===== src/rtl/sat_chan_sched_if.sv =====
// Host-side configuration and commit handshake for sat_chan_sched.
interface sat_chan_sched_if #(
  parameter int NUM_CHAN = 12
);
  localparam int CW = (NUM_CHAN > 1) ? $clog2(NUM_CHAN) : 1;

  logic          cfg_valid;
  logic          cfg_ready;
  logic [CW-1:0] cfg_chan;
  logic [1:0]    cfg_field;
  logic [31:0]   cfg_data;
  logic          cfg_err;
  logic          commit_req;
  logic          epoch;
  logic          commit_pending;
  logic          commit_done;

  modport master (
    output cfg_valid, cfg_chan, cfg_field, cfg_data, commit_req, epoch,
    input  cfg_ready, cfg_err, commit_pending, commit_done
  );

  modport slave (
    input  cfg_valid, cfg_chan, cfg_field, cfg_data, commit_req, epoch,
    output cfg_ready, cfg_err, commit_pending, commit_done
  );
endinterface


===== src/rtl/sat_chan_sched.sv =====
// Shadow/active channel configuration bank committed atomically on a C/A epoch.
// Define SAT_CHAN_SCHED_GAIN_RAMP_EN to slew gain toward its target by RAMP_STEP per clock.
module sat_chan_sched #(
  parameter int          NUM_CHAN  = 12,
  parameter logic [15:0] RAMP_STEP = 16'd256
) (
  input  logic                    clk,
  input  logic                    rst_n,
  sat_chan_sched_if.slave         bus,
  output logic [NUM_CHAN-1:0]     chan_enable,
  output logic [32*NUM_CHAN-1:0]  chan_freq,
  output logic [16*NUM_CHAN-1:0]  chan_gain,
  output logic [6*NUM_CHAN-1:0]   chan_ca_sel
);
  localparam int CW = (NUM_CHAN > 1) ? $clog2(NUM_CHAN) : 1;

  typedef enum logic [1:0] {IDLE, ARMED, APPLY} state_e;

  state_e state_q, state_d;

  logic [NUM_CHAN-1:0]    sh_en_q,   act_en_q;
  logic [32*NUM_CHAN-1:0] sh_freq_q, act_freq_q;
  logic [16*NUM_CHAN-1:0] sh_gain_q, gain_q;
  logic [6*NUM_CHAN-1:0]  sh_ca_q,   act_ca_q;
  logic                   err_q, pending_q, done_q;
  logic                   wr_accept, in_range;

  assign in_range  = ({1'b0, bus.cfg_chan} < (CW+1)'(NUM_CHAN));
  assign wr_accept = bus.cfg_valid && bus.cfg_ready;

  // cfg_ready is the only combinational output; it is held low during reset.
  always_comb begin
    state_d       = state_q;
    bus.cfg_ready = rst_n && (state_q == IDLE);
    unique case (state_q)
      IDLE:    if (bus.commit_req) state_d = ARMED;
      ARMED:   if (bus.epoch)      state_d = APPLY;
      APPLY:   state_d = IDLE;
      default: state_d = IDLE;
    endcase
  end

  always_ff @(posedge clk) begin
    if (!rst_n) begin
      state_q    <= IDLE;
      err_q      <= 1'b0;
      pending_q  <= 1'b0;
      done_q     <= 1'b0;
      sh_en_q    <= '0;
      sh_freq_q  <= '0;
      sh_gain_q  <= '0;
      sh_ca_q    <= '0;
      act_en_q   <= '0;
      act_freq_q <= '0;
      act_ca_q   <= '0;
    end else begin
      state_q   <= state_d;
      err_q     <= wr_accept && !in_range;
      pending_q <= (state_d != IDLE);
      done_q    <= (state_q == APPLY);
      for (int i = 0; i < NUM_CHAN; i++) begin
        if (wr_accept && in_range && (bus.cfg_chan == CW'(i))) begin
          unique case (bus.cfg_field)
            2'd0: sh_freq_q[32*i +: 32] <= bus.cfg_data;
            2'd1: sh_gain_q[16*i +: 16] <= bus.cfg_data[15:0];
            2'd2: sh_ca_q[6*i +: 6]     <= bus.cfg_data[5:0];
            2'd3: sh_en_q[i]            <= bus.cfg_data[0];
            default: ;
          endcase
        end
      end
      if (state_q == APPLY) begin
        act_en_q   <= sh_en_q;
        act_freq_q <= sh_freq_q;
        act_ca_q   <= sh_ca_q;
      end
    end
  end

`ifdef SAT_CHAN_SCHED_GAIN_RAMP_EN
  logic [16*NUM_CHAN-1:0] tgt_q, gain_d;

  function automatic logic [15:0] slew(input logic [15:0] cur, input logic [15:0] tgt);
    logic [16:0] diff;
    if (cur < tgt) begin
      diff = {1'b0, tgt} - {1'b0, cur};
      slew = (diff <= {1'b0, RAMP_STEP}) ? tgt : cur + RAMP_STEP;
    end else begin
      diff = {1'b0, cur} - {1'b0, tgt};
      slew = (diff <= {1'b0, RAMP_STEP}) ? tgt : cur - RAMP_STEP;
    end
  endfunction

  // During APPLY the new target is taken straight from shadow so the first step lands with commit_done.
  always_comb begin
    gain_d = gain_q;
    for (int i = 0; i < NUM_CHAN; i++) begin
      gain_d[16*i +: 16] = slew(gain_q[16*i +: 16],
                                (state_q == APPLY) ? sh_gain_q[16*i +: 16] : tgt_q[16*i +: 16]);
    end
  end

  always_ff @(posedge clk) begin
    if (!rst_n) begin
      tgt_q  <= '0;
      gain_q <= '0;
    end else begin
      gain_q <= gain_d;
      if (state_q == APPLY) tgt_q <= sh_gain_q;
    end
  end
`else
  always_ff @(posedge clk) begin
    if (!rst_n) begin
      gain_q <= '0;
    end else if (state_q == APPLY) begin
      gain_q <= sh_gain_q;
    end
  end
`endif

  assign bus.cfg_err        = err_q;
  assign bus.commit_pending = pending_q;
  assign bus.commit_done    = done_q;
  assign chan_enable        = act_en_q;
  assign chan_freq          = act_freq_q;
  assign chan_gain          = gain_q;
  assign chan_ca_sel        = act_ca_q;
endmodule


===== src/flat_wrapper.sv =====
// flat-port wrapper written by rule: the top's interface ports become plain ports
module sat_chan_sched_flat 
#(
  parameter int          NUM_CHAN  = 12,
  parameter logic [15:0] RAMP_STEP = 16'd256
)
  (clk, rst_n, chan_enable, chan_freq, chan_gain, chan_ca_sel, bus_cfg_valid, bus_cfg_chan, bus_cfg_field, bus_cfg_data, bus_commit_req, bus_epoch, bus_cfg_ready, bus_cfg_err, bus_commit_pending, bus_commit_done);
  sat_chan_sched_if #(.NUM_CHAN(NUM_CHAN)) bus_i ();
  input  logic clk;
  input  logic rst_n;
  output logic [NUM_CHAN-1:0] chan_enable;
  output logic [32*NUM_CHAN-1:0] chan_freq;
  output logic [16*NUM_CHAN-1:0] chan_gain;
  output logic [6*NUM_CHAN-1:0] chan_ca_sel;
  input wire logic [$bits(bus_i.cfg_valid)-1:0] bus_cfg_valid;
  input wire logic [$bits(bus_i.cfg_chan)-1:0] bus_cfg_chan;
  input wire logic [$bits(bus_i.cfg_field)-1:0] bus_cfg_field;
  input wire logic [$bits(bus_i.cfg_data)-1:0] bus_cfg_data;
  input wire logic [$bits(bus_i.commit_req)-1:0] bus_commit_req;
  input wire logic [$bits(bus_i.epoch)-1:0] bus_epoch;
  output wire logic [$bits(bus_i.cfg_ready)-1:0] bus_cfg_ready;
  output wire logic [$bits(bus_i.cfg_err)-1:0] bus_cfg_err;
  output wire logic [$bits(bus_i.commit_pending)-1:0] bus_commit_pending;
  output wire logic [$bits(bus_i.commit_done)-1:0] bus_commit_done;
  assign bus_i.cfg_valid = bus_cfg_valid;
  assign bus_i.cfg_chan = bus_cfg_chan;
  assign bus_i.cfg_field = bus_cfg_field;
  assign bus_i.cfg_data = bus_cfg_data;
  assign bus_i.commit_req = bus_commit_req;
  assign bus_i.epoch = bus_epoch;
  assign bus_cfg_ready = bus_i.cfg_ready;
  assign bus_cfg_err = bus_i.cfg_err;
  assign bus_commit_pending = bus_i.commit_pending;
  assign bus_commit_done = bus_i.commit_done;
  sat_chan_sched #(.NUM_CHAN(NUM_CHAN), .RAMP_STEP(RAMP_STEP)) u_core (.clk(clk), .rst_n(rst_n), .bus(bus_i), .chan_enable(chan_enable), .chan_freq(chan_freq), .chan_gain(chan_gain), .chan_ca_sel(chan_ca_sel));
endmodule

===== config.mk =====
export PLATFORM = sky130hd
export DESIGN_NAME = sat_chan_sched_flat
export DESIGN_NICKNAME = d
export VERILOG_FILES = /design/src/rtl/sat_chan_sched_if.sv /design/src/rtl/sat_chan_sched.sv /design/src/flat_wrapper.sv
export SDC_FILE = /design/constraint.sdc
export NUM_CORES = 2
export LEC_CHECK = 0
export CAP_MARGIN = 20
export CORE_UTILIZATION = 51
export CTS_CLUSTER_SIZE = 8
export DETAILED_ROUTE_END_ITERATION = 10
export PLACE_DENSITY = 0.76
export REMOVE_ABC_BUFFERS = 1
export SYNTH_ARGS = -nofsm -noshare
export SYNTH_HDL_FRONTEND = slang
export SYNTH_SLANG_ARGS = --single-unit

===== constraint.sdc =====
create_clock -name clk -period 2.5 [get_ports clk]
set_clock_uncertainty 0.2 [all_clocks]
set_input_delay 0.25 -clock clk [delete_from_list [all_inputs] [get_ports clk]]
set_output_delay 0.25 -clock clk [all_outputs]
set_load 0.01 [all_outputs]

# Word-level counts from Yosys, hierarchy flattened
# Cells that the tools add are included.
[totals]
regBits = 1325
input_bits = 43
wordCells = 145
[op_classes]
n_lt_le_gt_ge = 1
n_eq_ne = 16
n_mux = 3
n_reduce_logical = 69
[op_table]
columns = ["cell", "n"]
rows = [
  ["$reduce_and A2 Y1", 48],
  ["$eq A4 B3 Y1 const B", 4],
  ["$eq A4 B4 Y1 const B", 4],
  ["$logic_and A1 B1 Y1", 16],
  ["$eq A4 B2 Y1 const B", 2],
  ["$eq A2 B2 Y1 const B", 3],
  ["$eq A2 B1 Y1 const B", 2],
  ["$eq A4 B1 Y1 const B", 1],
  ["$logic_not A2 Y1", 2],
  ["$logic_not A4 Y1", 1],
  ["$lt A4 B4 Y1 const B", 1],
  ["$mux W2", 2],
  ["$pmux W2 S2", 1],
  ["$reduce_bool A2 Y1", 1],
  ["$logic_not A1 Y1", 1],
]

# Logic depth before layout (Yosys ltp)
[logic_depth]
ltp_word = 6
mapped_depth = 7

# Least setup slack after synthesis
# Ideal clock, no wire load.
[synth_timing]
path_type = "register -> register"
startpoint = "reg u_core.state_q[0]"
endpoint = "reg u_core.sh_gain_q[54]"
setup_time_ps = 132
arrival_time_ps = 1530
required_time_ps = 2168
slack_ps = 637
path_stages_with_launch = 7
n_path_buf = 3
synth_period_minus_slack_ps = 1863
cell_sequence = "dfxtp_1 -> nand4bb_1 -> buf_2 -> or4_4 -> buf_6 -> buf_12 -> mux2i_1"
[synth_via]
elab_chain_len = 6
[synth_lines]
columns = ["item", "line_no", "rtl"]
rows = [
  ["start: declaration", "sat_chan_sched.sv:19", "state_e state_q, state_d;"],
  ["start signal: assignment", "sat_chan_sched.sv:57", "state_q <= state_d;"],
  ["$logic_not A2 Y1", "sat_chan_sched.sv:34", "bus.cfg_ready = rst_n && (state_q == IDLE);"],
  ["$logic_and A1 B1 Y1", "sat_chan_sched.sv:34", ""],
  ["$logic_and A1 B1 Y1", "sat_chan_sched.sv:29", "assign wr_accept = bus.cfg_valid && bus.cfg_ready;"],
  ["$logic_and A1 B1 Y1 (2 in series)", "sat_chan_sched.sv:62", "if (wr_accept && in_range && (bus.cfg_chan == CW'(i))) begin"],
  ["$reduce_and A2 Y1 (no source line)", "-", ""],
  ["end signal: indexed assignment", "sat_chan_sched.sv:65", "2'd1: sh_gain_q[16*i +: 16] <= bus.cfg_data[15:0];"],
  ["end: declaration", "sat_chan_sched.sv:23", "logic [16*NUM_CHAN-1:0] sh_gain_q, gain_q;"],
]
# Every way passes these cells.
# A chain may end at the register's enable or synchronous reset.

# Worst setup path after layout
[layout_timing]
startpoint = "in rst_n"
endpoint = "out bus_cfg_ready"
[layout_via]
elab_chain_len = 1
[layout_lines]
columns = ["item", "line_no", "rtl"]
rows = [
  ["start: declaration", "flat_wrapper.sv:10", "input logic rst_n;"],
  ["$logic_and A1 B1 Y1", "sat_chan_sched.sv:34", ""],
  ["end: declaration", "flat_wrapper.sv:21", "output wire logic [$bits(bus_i.cfg_ready)-1:0] bus_cfg_ready;"],
]
# Every way passes these cells.

==> flow_metrics.env <==
export IMPL_cp_arrival_ns=1.84
export IMPL_synthFlopType="dfxtp_1"
export IMPL_final_antenna_net_count=0
export IMPL_critical_path_endpoint="bus_cfg_ready"
export IMPL_switchingPower_mw=9.39
export IMPL_vias=37800
export IMPL_report_final_setup_viol=0
export IMPL_clockRootBuffer="clkbuf_16"
export IMPL_drc=0
export IMPL_ys_ff_latch=1325
export IMPL_syn_to_final_growth_pct=28.1
export IMPL_htreeDepth=4
export IMPL_first_pass_iters=6
export IMPL_grt_usage_pct=28.4
export IMPL_fin_nets=5820
export IMPL_drv_cap=0
export IMPL_finalNonFillerCells=7042
export IMPL_netlist_area_um2=48100
export IMPL_critical_path_class="primary input to primary output"
export IMPL_cp_start_kind="primary input"
export IMPL_rows=112
export IMPL_r2r_slack_ns=0.39
export IMPL_power_density_nw_per_um2=714
export IMPL_switching_share_pct=21.3
export IMPL_cts_made_buffers=183
export IMPL_cp_end_kind="primary output"
export IMPL_max_slew_margin_pct=46.1
export IMPL_drv_slew=0
export IMPL_combPwrFrac_pct=3.0
export IMPL_routabilityCongestion=0.812
export IMPL_place_hpwl_um=86800
export IMPL_io_pins=707
export IMPL_finalWirelength_um=139000
export IMPL_synth_top_area_share_pct=55.1
export IMPL_die_w_um=309
export IMPL_reg2reg_to="u_core.sh_freq_q[307]"
export IMPL_drtIter0Drc=2822
export IMPL_rsz0062_at_grt="false"
export IMPL_syn_inst=5158
export IMPL_wire_per_inst_um=19.8
export IMPL_cts_sinks=1325
export IMPL_max_freq_mhz=437
export IMPL_synthArstFlopShare_pct=0
export IMPL_diodes=0
export IMPL_min_delay_path_class="primary input to flop"
export IMPL_synth_common_cells="2013 x nand2_1, 1325 x dfxtp_1, 660 x a21boi_0, 660 x mux2i_1, 307 x clkbuf_1"
export IMPL_status="completed"
export IMPL_syn_area_per_cell_um2=9.33
export IMPL_critPathMaxFanout=32
export IMPL_yosysWarnings=0
export IMPL_die_area_um2=95600
export IMPL_antenna_found_initial=0
export IMPL_core_area_um2=93500
export IMPL_slowest_delay_ns=0.61
export IMPL_insertion_delay_ns=0.75
export IMPL_drive_above_1_share_pct=6.76
export IMPL_fin_crit_sh_pct=91.6
export IMPL_synth_most_common_cell="nand2_1"
export IMPL_cts_setup_buffers=0
export IMPL_path_cells="dlygate4sd3_1, buf_8, nor3b_2, dlygate4sd2_1"
export IMPL_dp_cells=6842
export IMPL_start_util_pct=51.5
export IMPL_first_global_vias=36300
export IMPL_cts_tree="yes"
export IMPL_yosysTopAreaCell="dfxtp_1"
export IMPL_ys_top_cells_by_area="dfxtp_1 55%, nand2_1 16%, mux2i_1 14%"
export IMPL_grt_overflow_total=0
export IMPL_setup_worst_path_start="rst_n"
export IMPL_post_route_min_period_ns=2.29
export IMPL_reg2reg_from="u_core.state_q[0]"
export IMPL_total_leakage_power_nw=25.0
export IMPL_ys_seq_area_share_pct=55.1
export IMPL_grt_max_degree=208
export IMPL_ir_drop_mv=0.578
export IMPL_grt_first_pass_wirelength_um=210000
export IMPL_reg2reg_depth=6
export IMPL_die_h_um=309
export IMPL_routed_via_density=5.36
export IMPL_cp_required_ns=2.05
export IMPL_seqPwrFrac_pct=48.2
export IMPL_hold_viol_final=0
export IMPL_worst_slew_pin_slew_ns=0.808
export IMPL_power_share_clock_pct=48.8
export IMPL_whs_ns=0.0788
export IMPL_ys_types=32
export IMPL_p_int_mw=34.7
export IMPL_clkTransAtPathRegs_ns=0.05
export IMPL_synth_edf_count=0
export IMPL_io_buffers=706
export IMPL_cts_path_max_buffers=3
export IMPL_crit_slowest_cell="dlygate4sd3_1"
cell type report:
cell class | instances | area (um^2)
fill | 7431 | 31800
multi-input combinational | 3414 | 20000
clock buffer | 189 | 4700
clock inverter | 7 | 110
timing repair buffer | 853 | 8770
sequential | 1325 | 26500
tap | 1254 | 1570
through the flow:
stage / setup WS [ns] / util (%) / total power [mW] / area [um^2] / TNS (ns)
after floorplan: -20.19 / - / 22.1 / 46300 / -
after detailed placement: -0.00403 / 60.8 / 22.9 / 56800 / -0.00403
after global placement: 0.0493 / 60.8 / 22.9 / 56800 / 0
after global routing: 0.129 / 66.0 / 45.4 / 61700 / 0
after CTS: 0.188 / 66.0 / 44.3 / 61700 / 0
final: 0.209 / 66.0 / 44.1 / 61700 / 0
critical path: cells and delay by family:
family	cells	cell delay, ns
buffers and inverters	3	1.20
and+or+nand+nor	1	0.33
cells in the final DEF (no fill, tap or decap), types with 4 or more instances in the layout:
| cell type | count |
|---|---|
| clkbuf_16 | 187 |
| clkdlybuf4s50_1 | 704 |
| a21boi_0 | 660 |
| nand3_2 | 15 |
| dfxtp_1 | 1325 |
| nand3_4 | 12 |
| mux2i_1 | 660 |
| buf_12 | 47 |
| nand3_1 | 15 |
| buf_4 | 96 |
| nand2_2 | 5 |
| dlygate4sd3_1 | 4 |
| nand2_1 | 2008 |
flip-flops by register name, summed over array words and instances (netlist names):
signal and cells:
u_core.bus.cfg_err 1, u_core.bus.commit_done 1, u_core.bus.commit_pending 1, u_core.chan_ca_sel 72, u_core.chan_enable 12, u_core.chan_freq 384, u_core.chan_gain 192, u_core.sh_ca_q 72
u_core.sh_en_q 12, u_core.sh_freq_q 384, u_core.sh_gain_q 192, u_core.state_q 2
repair_timing:
action / 4_1_cts / 5_1_grt
resized for setup: 2 / 0
hold buffers: 4 / 0
setup endpoints to repair: 1 / 0
endpoints found under the hold margin: 140 / 0
kinds of logic after synthesis:
logic type | count (synthesis) | share of synthesized area [%]
AO/OA/AOI/OAI | 661 | 10.3
multiplexers | 660 | 13.7
buffers and inverters | 419 | 3.77
AND/OR/NAND/NOR | 2093 | 17.1
flip-flops | 1325 | 55.1
layer usage:
metal | share of wire, % | global-route usage [%]
met1 | 41 | 35.0
met2 | 48 | 46.9
met3 | 5.7 | 4.83
met4 | 5.3 | 16.0
met5 | 0 | 0
how the worst min path moves through the flow:
stage | startpoint | cells past startpoint | end
floorplan | rst_n | 1 | u_core.bus.commit_done
CTS | bus_cfg_data[29] | 4 | u_core.sh_freq_q[61]
detailed placement | u_core.sh_ca_q[46] | 2 | u_core.sh_ca_q[46]
global placement | u_core.sh_gain_q[115] | 2 | u_core.sh_gain_q[115]
global route | bus_cfg_data[18] | 4 | u_core.sh_freq_q[274]
finish | bus_cfg_data[29] | 4 | u_core.sh_freq_q[61]
power groups by stage:
stage | sequential [mW] | clock (mW) | combinational, mW
2_1_floorplan | 21.6 | 0 | 0.471
3_3_place_gp | 21.6 | 0 | 1.32
3_5_place_dp | 21.6 | 0 | 1.32
4_1_cts | 21.2 | 21.8 | 1.33
5_1_grt | 21.2 | 22.8 | 1.41
6_report | 21.2 | 21.5 | 1.33
No activity file was read; power rests on OpenSTA's default activity.
